--- config.mk ---
export PLATFORM = sky130hd
export DESIGN_NAME = multi_edge_counter
export DESIGN_NICKNAME = d
export VERILOG_FILES = /design/src/rtl/multi_edge_counter_pkg.sv /design/src/rtl/edge_counter_chan.sv /design/src/rtl/multi_edge_counter.sv
export SDC_FILE = /design/constraint.sdc
export NUM_CORES = 1
export LEC_CHECK = 0
export BUFFER_PORTS_ARGS = -buffer_cell sky130_fd_sc_hd__buf_2
export CAP_MARGIN = 20
export CORE_MARGIN = 3
export CORE_UTILIZATION = 45
export CTS_CLUSTER_DIAMETER = 30
export CTS_CLUSTER_SIZE = 30
export DETAILED_ROUTE_END_ITERATION = 6
export GPL_TIMING_DRIVEN = 0
export PLACE_DENSITY = 0.68
export SETUP_SLACK_MARGIN = 0.4
export SYNTH_ARGS = -nofsm -noshare
export SYNTH_HDL_FRONTEND = slang
export SYNTH_HIERARCHICAL = 1
export SYNTH_SLANG_ARGS = --single-unit
--- constraint.sdc ---
create_clock -name clk_i -period 4.7 [get_ports clk_i]
set_input_delay 0.47 -clock clk_i [delete_from_list [all_inputs] [get_ports clk_i]]
set_output_delay 0.47 -clock clk_i [all_outputs]
set_load 0.05 [all_outputs]
--- src/rtl/multi_edge_counter_pkg.sv ---
// multi_edge_counter_pkg
//   Shared types and constants for the multi-channel edge counter.
//   edge_mode_t : edge select encoding driven on edge_mode_i
//   GUARD_W     : width of the post-reset arm guard counter. It holds values
//                 up to SYNC_STAGES+1, so SYNC_STAGES is limited to 30.
package multi_edge_counter_pkg;

    typedef enum logic [1:0] {
        EDGE_RISE = 2'b00,
        EDGE_FALL = 2'b01,
        EDGE_BOTH = 2'b10,
        EDGE_OFF  = 2'b11
    } edge_mode_t;

    localparam int unsigned GUARD_W = 5;

endpackage

--- src/rtl/edge_counter_chan.sv ---
// edge_counter_chan
//   One counter channel. It contains the synchronizer for next_i, the delay
//   flop used for edge detection, and the count and tc registers.
//   Ports:
//     clk_i, rstn_i   clock, async active-high reset
//     next_i          raw (possibly asynchronous) event input
//     armed_i         edge detection enable from the shared arm guard
//     edge_mode_i     edge select (edge_mode_t encoding)
//     sat_i, dir_i    saturate/wrap select, up/down select
//     clr_i, load_i   synchronous clear and load (clear has priority)
//     load_val_i      load value
//     limit_i         upper bound for the count
//     count_o, tc_o   registered count and one-cycle terminal-count pulse
module edge_counter_chan
    import multi_edge_counter_pkg::*;
#(
    parameter int COUNT_WIDTH = 8,
    parameter int SYNC_STAGES = 2
) (
    input  logic                   clk_i,
    input  logic                   rstn_i,
    input  logic                   next_i,
    input  logic                   armed_i,
    input  logic [1:0]             edge_mode_i,
    input  logic                   sat_i,
    input  logic                   dir_i,
    input  logic                   clr_i,
    input  logic                   load_i,
    input  logic [COUNT_WIDTH-1:0] load_val_i,
    input  logic [COUNT_WIDTH-1:0] limit_i,
    output logic [COUNT_WIDTH-1:0] count_o,
    output logic                   tc_o
);

    logic                   sync_s;
    logic                   dly_q;
    logic                   hit;
    logic [COUNT_WIDTH-1:0] cnt_q, cnt_d;
    logic                   tc_q, tc_d;

    if (SYNC_STAGES > 0) begin : g_sync
        logic [SYNC_STAGES-1:0] sync_q;

        always_ff @(posedge clk_i or posedge rstn_i) begin
            if (rstn_i) begin
                sync_q <= '0;
            end else begin
                sync_q[0] <= next_i;
                for (int i = 1; i < SYNC_STAGES; i++) begin
                    sync_q[i] <= sync_q[i-1];
                end
            end
        end

        assign sync_s = sync_q[SYNC_STAGES-1];
    end else begin : g_bypass
        // Input is already synchronous to clk_i.
        assign sync_s = next_i;
    end

    always_ff @(posedge clk_i or posedge rstn_i) begin
        if (rstn_i) dly_q <= 1'b0;
        else        dly_q <= sync_s;
    end

    always_comb begin
        hit = 1'b0;
        case (edge_mode_t'(edge_mode_i))
            EDGE_RISE: hit = sync_s & ~dly_q;
            EDGE_FALL: hit = ~sync_s & dly_q;
            EDGE_BOTH: hit = sync_s ^ dly_q;
            EDGE_OFF:  hit = 1'b0;
            default:   hit = 1'b0;
        endcase
        // Masked during the guard so a level held at reset release is not counted.
        hit = hit & armed_i;
    end

    always_comb begin
        cnt_d = cnt_q;
        tc_d  = 1'b0;
        if (clr_i) begin
            cnt_d = '0;
        end else if (load_i) begin
            cnt_d = load_val_i;
        end else if (hit) begin
            if (dir_i) begin
                // Uses >= so a loaded value above limit_i still terminates.
                if (cnt_q >= limit_i) begin
                    tc_d = 1'b1;
                    if (!sat_i) cnt_d = '0;
                end else begin
                    cnt_d = cnt_q + 1'b1;
                end
            end else begin
                if (cnt_q == '0) begin
                    tc_d = 1'b1;
                    if (!sat_i) cnt_d = limit_i;
                end else begin
                    cnt_d = cnt_q - 1'b1;
                end
            end
        end
    end

    always_ff @(posedge clk_i or posedge rstn_i) begin
        if (rstn_i) begin
            cnt_q <= '0;
            tc_q  <= 1'b0;
        end else begin
            cnt_q <= cnt_d;
            tc_q  <= tc_d;
        end
    end

    assign count_o = cnt_q;
    assign tc_o    = tc_q;

endmodule

--- src/rtl/multi_edge_counter.sv ---
// multi_edge_counter
//   N_CHAN independent edge counters with a shared arm guard. Each channel
//   counts selected edges of its next_i bit, which may be asynchronous.
//   Ports:
//     clk_i, rstn_i   clock, async active-high reset
//     next_i          per-channel event inputs
//     edge_mode_i     global edge select: rise/fall/both/off
//     sat_i           1 saturate, 0 wrap
//     dir_i           per-channel direction, 1 = up
//     clr_i, load_i   per-channel synchronous clear and load
//     load_val_i      packed load values, channel c at [c*COUNT_WIDTH +: COUNT_WIDTH]
//     limit_i         shared upper bound
//     count_o, tc_o   packed counts (same packing) and terminal-count pulses
module multi_edge_counter
    import multi_edge_counter_pkg::*;
#(
    parameter int COUNT_WIDTH = 8,
    parameter int N_CHAN      = 4,
    parameter int SYNC_STAGES = 2
) (
    input  logic                          clk_i,
    input  logic                          rstn_i,
    input  logic [N_CHAN-1:0]             next_i,
    input  logic [1:0]                    edge_mode_i,
    input  logic                          sat_i,
    input  logic [N_CHAN-1:0]             dir_i,
    input  logic [N_CHAN-1:0]             clr_i,
    input  logic [N_CHAN-1:0]             load_i,
    input  logic [N_CHAN*COUNT_WIDTH-1:0] load_val_i,
    input  logic [COUNT_WIDTH-1:0]        limit_i,
    output logic [N_CHAN*COUNT_WIDTH-1:0] count_o,
    output logic [N_CHAN-1:0]             tc_o
);

    localparam logic [GUARD_W-1:0] GUARD_INIT = GUARD_W'(SYNC_STAGES + 1);

    logic [GUARD_W-1:0]                   guard_q;
    logic                                 armed;
    logic [N_CHAN-1:0][COUNT_WIDTH-1:0]   ld_val;
    logic [N_CHAN-1:0][COUNT_WIDTH-1:0]   cnt;

    // Guard counts down while the synchronizer and delay flop fill with
    // post-reset samples. Edges are detected only after it reaches zero.
    always_ff @(posedge clk_i or posedge rstn_i) begin
        if (rstn_i)               guard_q <= GUARD_INIT;
        else if (guard_q != '0)   guard_q <= guard_q - 1'b1;
    end

    assign armed   = (guard_q == '0);
    assign ld_val  = load_val_i;
    assign count_o = cnt;

    for (genvar c = 0; c < N_CHAN; c++) begin : g_chan
        edge_counter_chan #(
            .COUNT_WIDTH (COUNT_WIDTH),
            .SYNC_STAGES (SYNC_STAGES)
        ) u_chan (
            .clk_i       (clk_i),
            .rstn_i      (rstn_i),
            .next_i      (next_i[c]),
            .armed_i     (armed),
            .edge_mode_i (edge_mode_i),
            .sat_i       (sat_i),
            .dir_i       (dir_i[c]),
            .clr_i       (clr_i[c]),
            .load_i      (load_i[c]),
            .load_val_i  (ld_val[c]),
            .limit_i     (limit_i),
            .count_o     (cnt[c]),
            .tc_o        (tc_o[c])
        );
    end

endmodule

; ---- Word level (Yosys, flattened, before mapping)
; Index checks and enable logic that the tools add are counted.
[op_classes]
addsub = 9
order_cmp = 4
n_eq_ne = 11
muxes = 54
bitwise_logic = 24
reduce_logical = 15
[ops]
columns = operator, n
row1 = $mux 8, 26
row2 = $ne 5x5->1 const B, 8
row3 = $add 8x1->8 const B, 4
row4 = $ge 8x8->1, 4
row5 = $logic_not 8->1, 4
row6 = $sub 8x1->8 const B, 4
row7 = $mux 1, 24
row8 = $pmux 1 s4, 4
row9 = $and 1x1->1, 12
row10 = $reduce_and 3->1, 4
row11 = $reduce_bool 3->1, 4
row12 = $not 1->1, 8
row13 = $logic_not 5->1, 1
row14 = $reduce_bool 5->1, 1
row15 = $sub 5x1->5 const B, 1
row16 = $eq 2x2->1 const B, 2
row17 = $xor 1x1->1, 4
row18 = $eq 2x1->1 const B, 1
row19 = $logic_not 2->1, 1
[word_totals]
ff_bits = 53
input_bits = 61
output_inout_bits = 36

; ---- Logic depth before layout (Yosys ltp)
[depth]
ltp_word = 7
depth_mapped = 9
ltp_nobuf = 8

; ---- Modules after synthesis
; The synthesis kept the hierarchy.
[by_module_without_submodules]
columns = module, instances, cells_each, area_each_um2, seq_area_each_um2
row1 = edge_counter_chan, 4, 161, 1353.8, 300.3
row2 = multi_edge_counter, 1, 21, 241.5, 127.6

; ---- Worst setup path before layout
; No wires, ideal clock.
[synth_path]
path_type = flip-flop to flip-flop
from = register g_chan[0].u_chan.cnt_q[1]
to = register g_chan[0].u_chan.cnt_q[5]
setup_time_ns = 0.125
arrival_time_ns = 2.590
required_ns = 4.575
path_slack_ns = 1.985
stages_incl_launch_ff = 9
period_less_slack_ns = 2.715
cell_sequence = dfrtp_1 -> ha_1 -> nor2b_1 -> o211a_1 -> o311a_1 -> o2111ai_4 -> and2_4 -> buf_6 -> mux2_4
[synth_via]
elab_chain_cells = 6
elab_cells_between_ends = 13
cone_classes = add/sub (2) / order compare (1) / eq/ne (2) / mux (6) / reduce/logical (2)
[synth_lines]
columns = item, line_no
row1 = start: declaration, edge_counter_chan.sv:38  ; logic [COUNT_WIDTH-1:0] cnt_q, cnt_d;
row2 = start signal: assignment, edge_counter_chan.sv:111  ; cnt_q <= cnt_d;
row3 = $sub 8x1->8 (tied with other cells), edge_counter_chan.sv:100  ; cnt_d = cnt_q - 1'b1;
row4 = "$mux 8, on equally long branches", "edge_counter_chan.sv:96, edge_counter_chan.sv:89"
row5 = $mux 8, edge_counter_chan.sv:87  ; if (dir_i) begin
row6 = $mux 8, edge_counter_chan.sv:86  ; end else if (hit) begin
row7 = $mux 8, edge_counter_chan.sv:84  ; end else if (load_i) begin
row8 = $mux 8, edge_counter_chan.sv:82  ; if (clr_i) begin
; Several ways; a longest one is shown, not always the timed one. The select of a mux whose other input is x is not followed.
; A chain may end at the register's enable or synchronous reset.

; ---- Final worst setup path
[layout_path]
from = register g_chan[0].u_chan.cnt_q[7]
to = register g_chan[0].u_chan.cnt_q[5]
[layout_via]
elab_chain_cells = 6
elab_cells_between_ends = 11
cone_classes = order compare (1) / eq/ne (2) / mux (6) / reduce/logical (2)
[layout_lines]
columns = item, line_no
row1 = $ge 8x8->1 or $logic_not 8->1 (tied branches), "edge_counter_chan.sv:89, edge_counter_chan.sv:96"
row2 = "$mux 8, on equally long branches", "edge_counter_chan.sv:89, edge_counter_chan.sv:96"
row3 = $mux 8, edge_counter_chan.sv:87
row4 = $mux 8, edge_counter_chan.sv:86
row5 = $mux 8, edge_counter_chan.sv:84
row6 = $mux 8, edge_counter_chan.sv:82
; Several ways; a longest one is shown, not always the timed one. The select of a mux whose other input is x is not followed.

==> impl_metrics.tcl <==
set metrics [dict create \
    synth_area_mm2 0.00566 \
    clockRootBuffer "clkbuf_16" \
    synth.distinct_cells 58 \
    cts_max_level 2 \
    syn-num-nets 779 \
    slew_violations 0 \
    power_leakage_nw 3.23 \
    dp.cells 921 \
    wl_per_cell_um 18.7 \
    finalCritPeriodShare_pct 60.8 \
    cts_hold_buf 0 \
    timing.fmax_ghz 0.350 \
    fin_skew_ns 0.00326 \
    cp.required_ns 4.90 \
    drt_pass1_iterations 5 \
    final_cell_mix "inv_1, buf_2, a21oi_1, ha_1, dfrtp_1" \
    viasPerCell 6.05 \
    grt_max_degree 16 \
    setup_tns_ns 0 \
    reg2reg_from "g_chan[0].u_chan/count_o[7]" \
    clock_path_buffers 2 \
    die_y_um 118 \
    ctsResizeCount 0 \
    dp.final_hpwl_um 12700 \
    cp.arrival_ns 3.06 \
    rrSetupSlack_ns 1.84 \
    synth-seq-cells 53 \
    status "complete, no violations" \
    setup_violations 0 \
    core_mm2 0.0122 \
    layout_commonest_cell "inv_1" \
    grt_pass1_vias 5605 \
    reg2regPathDepth 8 \
    finalWirelength_um 17300 \
    worstHoldPathType "in2async" \
    layout.cells.non_filler 929 \
    grt_usage_pct 24.8 \
    syn_to_final_growth_pct 14.6 \
    initial_utilization_pct 46.5 \
    drc 0 \
    grt_pass1_wl_um 28400 \
    path_max_fanout 9 \
    detail-route-antenna-nets 0 \
    cts_made_buffers 5 \
    maxCapViolCount 0 \
    n_antenna_cell 0 \
    synth-seq-area-share_pct 23.5 \
    synth_area_per_cell_um2 8.51 \
    fin_crit_ns 2.86 \
    critPathSlowestCell "dfrtp_1" \
    max_slew_margin_pct 33.5 \
    synth_edf_count 0 \
    syn_inst 665 \
    num_rows 40 \
    rsz0062_at_grt "false" \
    drive_gt1_share_pct 20.4 \
    cts.sink_count 53 \
    port_buffers 88 \
    cts_tree "yes" \
    end_kind "flip-flop" \
    worst_pin_slew_ns 0.985 \
    place_congestion 0.955 \
    post_cts_buffers 0 \
    clk_latency_ns 0.31 \
    peakVddDrop_uv 157 \
    crit_type "reg2reg" \
    crit_chain "ha_1 -> and3_1 -> a22oi_1 -> nand3b_1 -> o2111ai_4 -> and2_4 -> buf_6 -> mux2_4" \
    routed-via-count 5619 \
    synth_warnings 6 \
    die_x_um 118 \
    drtIter0Drc 458 \
    io_pins 97 \
    ys.flop_type "dfrtp_1" \
    hold_viol_final 0 \
    r2r_end "g_chan[0].u_chan/count_o[5]" \
    grt_overflow 0 \
    antenna_found_initial 0 \
    fin_nets 874 \
    cp-start-kind "flip-flop" \
    async_flop_share_pct 100 \
    path_clk_slew_ns 0.07 \
    cp_slowest_stage_delay_ns 0.55 \
    power.density_mw_per_mm2 316 \
    dieArea_mm2 0.0140 \
]
state kept, by name (all words and copies together) (netlist names):
| name | cells |
|---|---|
| g_chan.u_chan/tc_o | 4 |
| guard_q | 5 |
| g_chan.u_chan/dly_q | 4 |
| g_chan.u_chan/g_sync.sync_q | 8 |
| g_chan.u_chan/count_o | 32 |
critical path, delay by kind of cell, from the launching register on:
kind	cells	cell delay, ns
simple gates	3	0.75
flops	1	0.55
mux	1	0.30
fa+ha+maj	1	0.32
compound gates	2	0.69
buf+inv	1	0.13
cells in the mapped netlist (all sizes together) (10+ instances only):
cell    number  area (um2)
inv         99         372
and3        17         116
nor4        12         135
o31ai       12        90.1
nor2        37         139
a211oi      20         150
nand3       36         180
xnor2       17         149
nand2       16        90.1
nor3b       12         110
mux2i       10         100
a21oi       54         270
ha          53         663
clkbuf      20        75.1
o21ai       13        65.1
dfrtp       51        1280
buf         21         171
a32o        12         120
power by group:
part           total (mW)  internal (mW)  switching [mW]
registers           0.574          0.502          0.0719
clock network       0.460          0.267           0.193
logic                1.02          0.373           0.643
total                2.05           1.14           0.907
layer usage:
metal | wire (um) | up-vias | GRT usage (%)
met1 | 7230 | 2674 | 31.9
met5 | 0 | - | 0
met4 | 396 | 0 | 9.74
met3 | 1440 | 30 | 4.81
met2 | 8260 | 268 | 40.9
li1 | - | 2647 | -
cells by family (layout without fill, tap and decap cells):
| family | count (synthesis) | after routing | share of synthesized area, % |
|---|---|---|---|
| flops | 53 | 53 | 23.5 |
| simple gates | 187 | 187 | 21.4 |
| fa+ha+maj | 53 | 53 | 11.7 |
| xor+xnor | 21 | 21 | 3.25 |
| compound gates | 191 | 191 | 25.3 |
| buf+inv | 141 | 237 | 11.0 |
| mux | 19 | 19 | 3.83 |
worst max-delay path by stage:
| stage | to | from | cells after the start | slack (ns) |
|---|---|---|---|---|
| floorplan | g_chan[0].u_chan/count_o[5] | g_chan[0].u_chan/count_o[1] | 8 | 1.99 |
| global placement | g_chan[0].u_chan/count_o[5] | limit_i[6] | 10 | 1.71 |
| detailed placement | g_chan[0].u_chan/count_o[5] | limit_i[6] | 10 | 1.66 |
| CTS | g_chan[0].u_chan/count_o[5] | g_chan[0].u_chan/count_o[7] | 8 | 1.91 |
| global route | g_chan[0].u_chan/count_o[5] | g_chan[0].u_chan/count_o[7] | 8 | 1.77 |
| finish | g_chan[0].u_chan/count_o[5] | g_chan[0].u_chan/count_o[7] | 8 | 1.84 |
area by class of cell:
| type | count | area [um2] |
|---|---|---|
| multi-input cells | 471 | 3710 |
| plain buffers | 41 | 246 |
| flip-flops and latches | 53 | 1330 |
| clock inverters | 1 | 30.0 |
| repair buffers | 88 | 440 |
| well taps | 168 | 210 |
| inverters | 100 | 375 |
| clock buffers | 7 | 143 |
| fillers | 1206 | 5680 |
metrics by stage:
stage	total power, mW	setup WS, ns	instance area, um2	utilization (%)	hold slack [ns]
2_1_floorplan	1.33	1.99	5660	-	0.247
3_3_place_gp	1.55	1.71	6310	51.9	0.337
3_5_place_dp	1.58	1.66	6310	51.9	0.336
4_1_cts	2.05	1.91	6480	53.3	0.105
5_1_grt	2.18	1.77	6480	53.3	0.122
6_report	2.05	1.84	6480	53.3	0.101
Note: power is estimated with default switching activity, not from simulation.
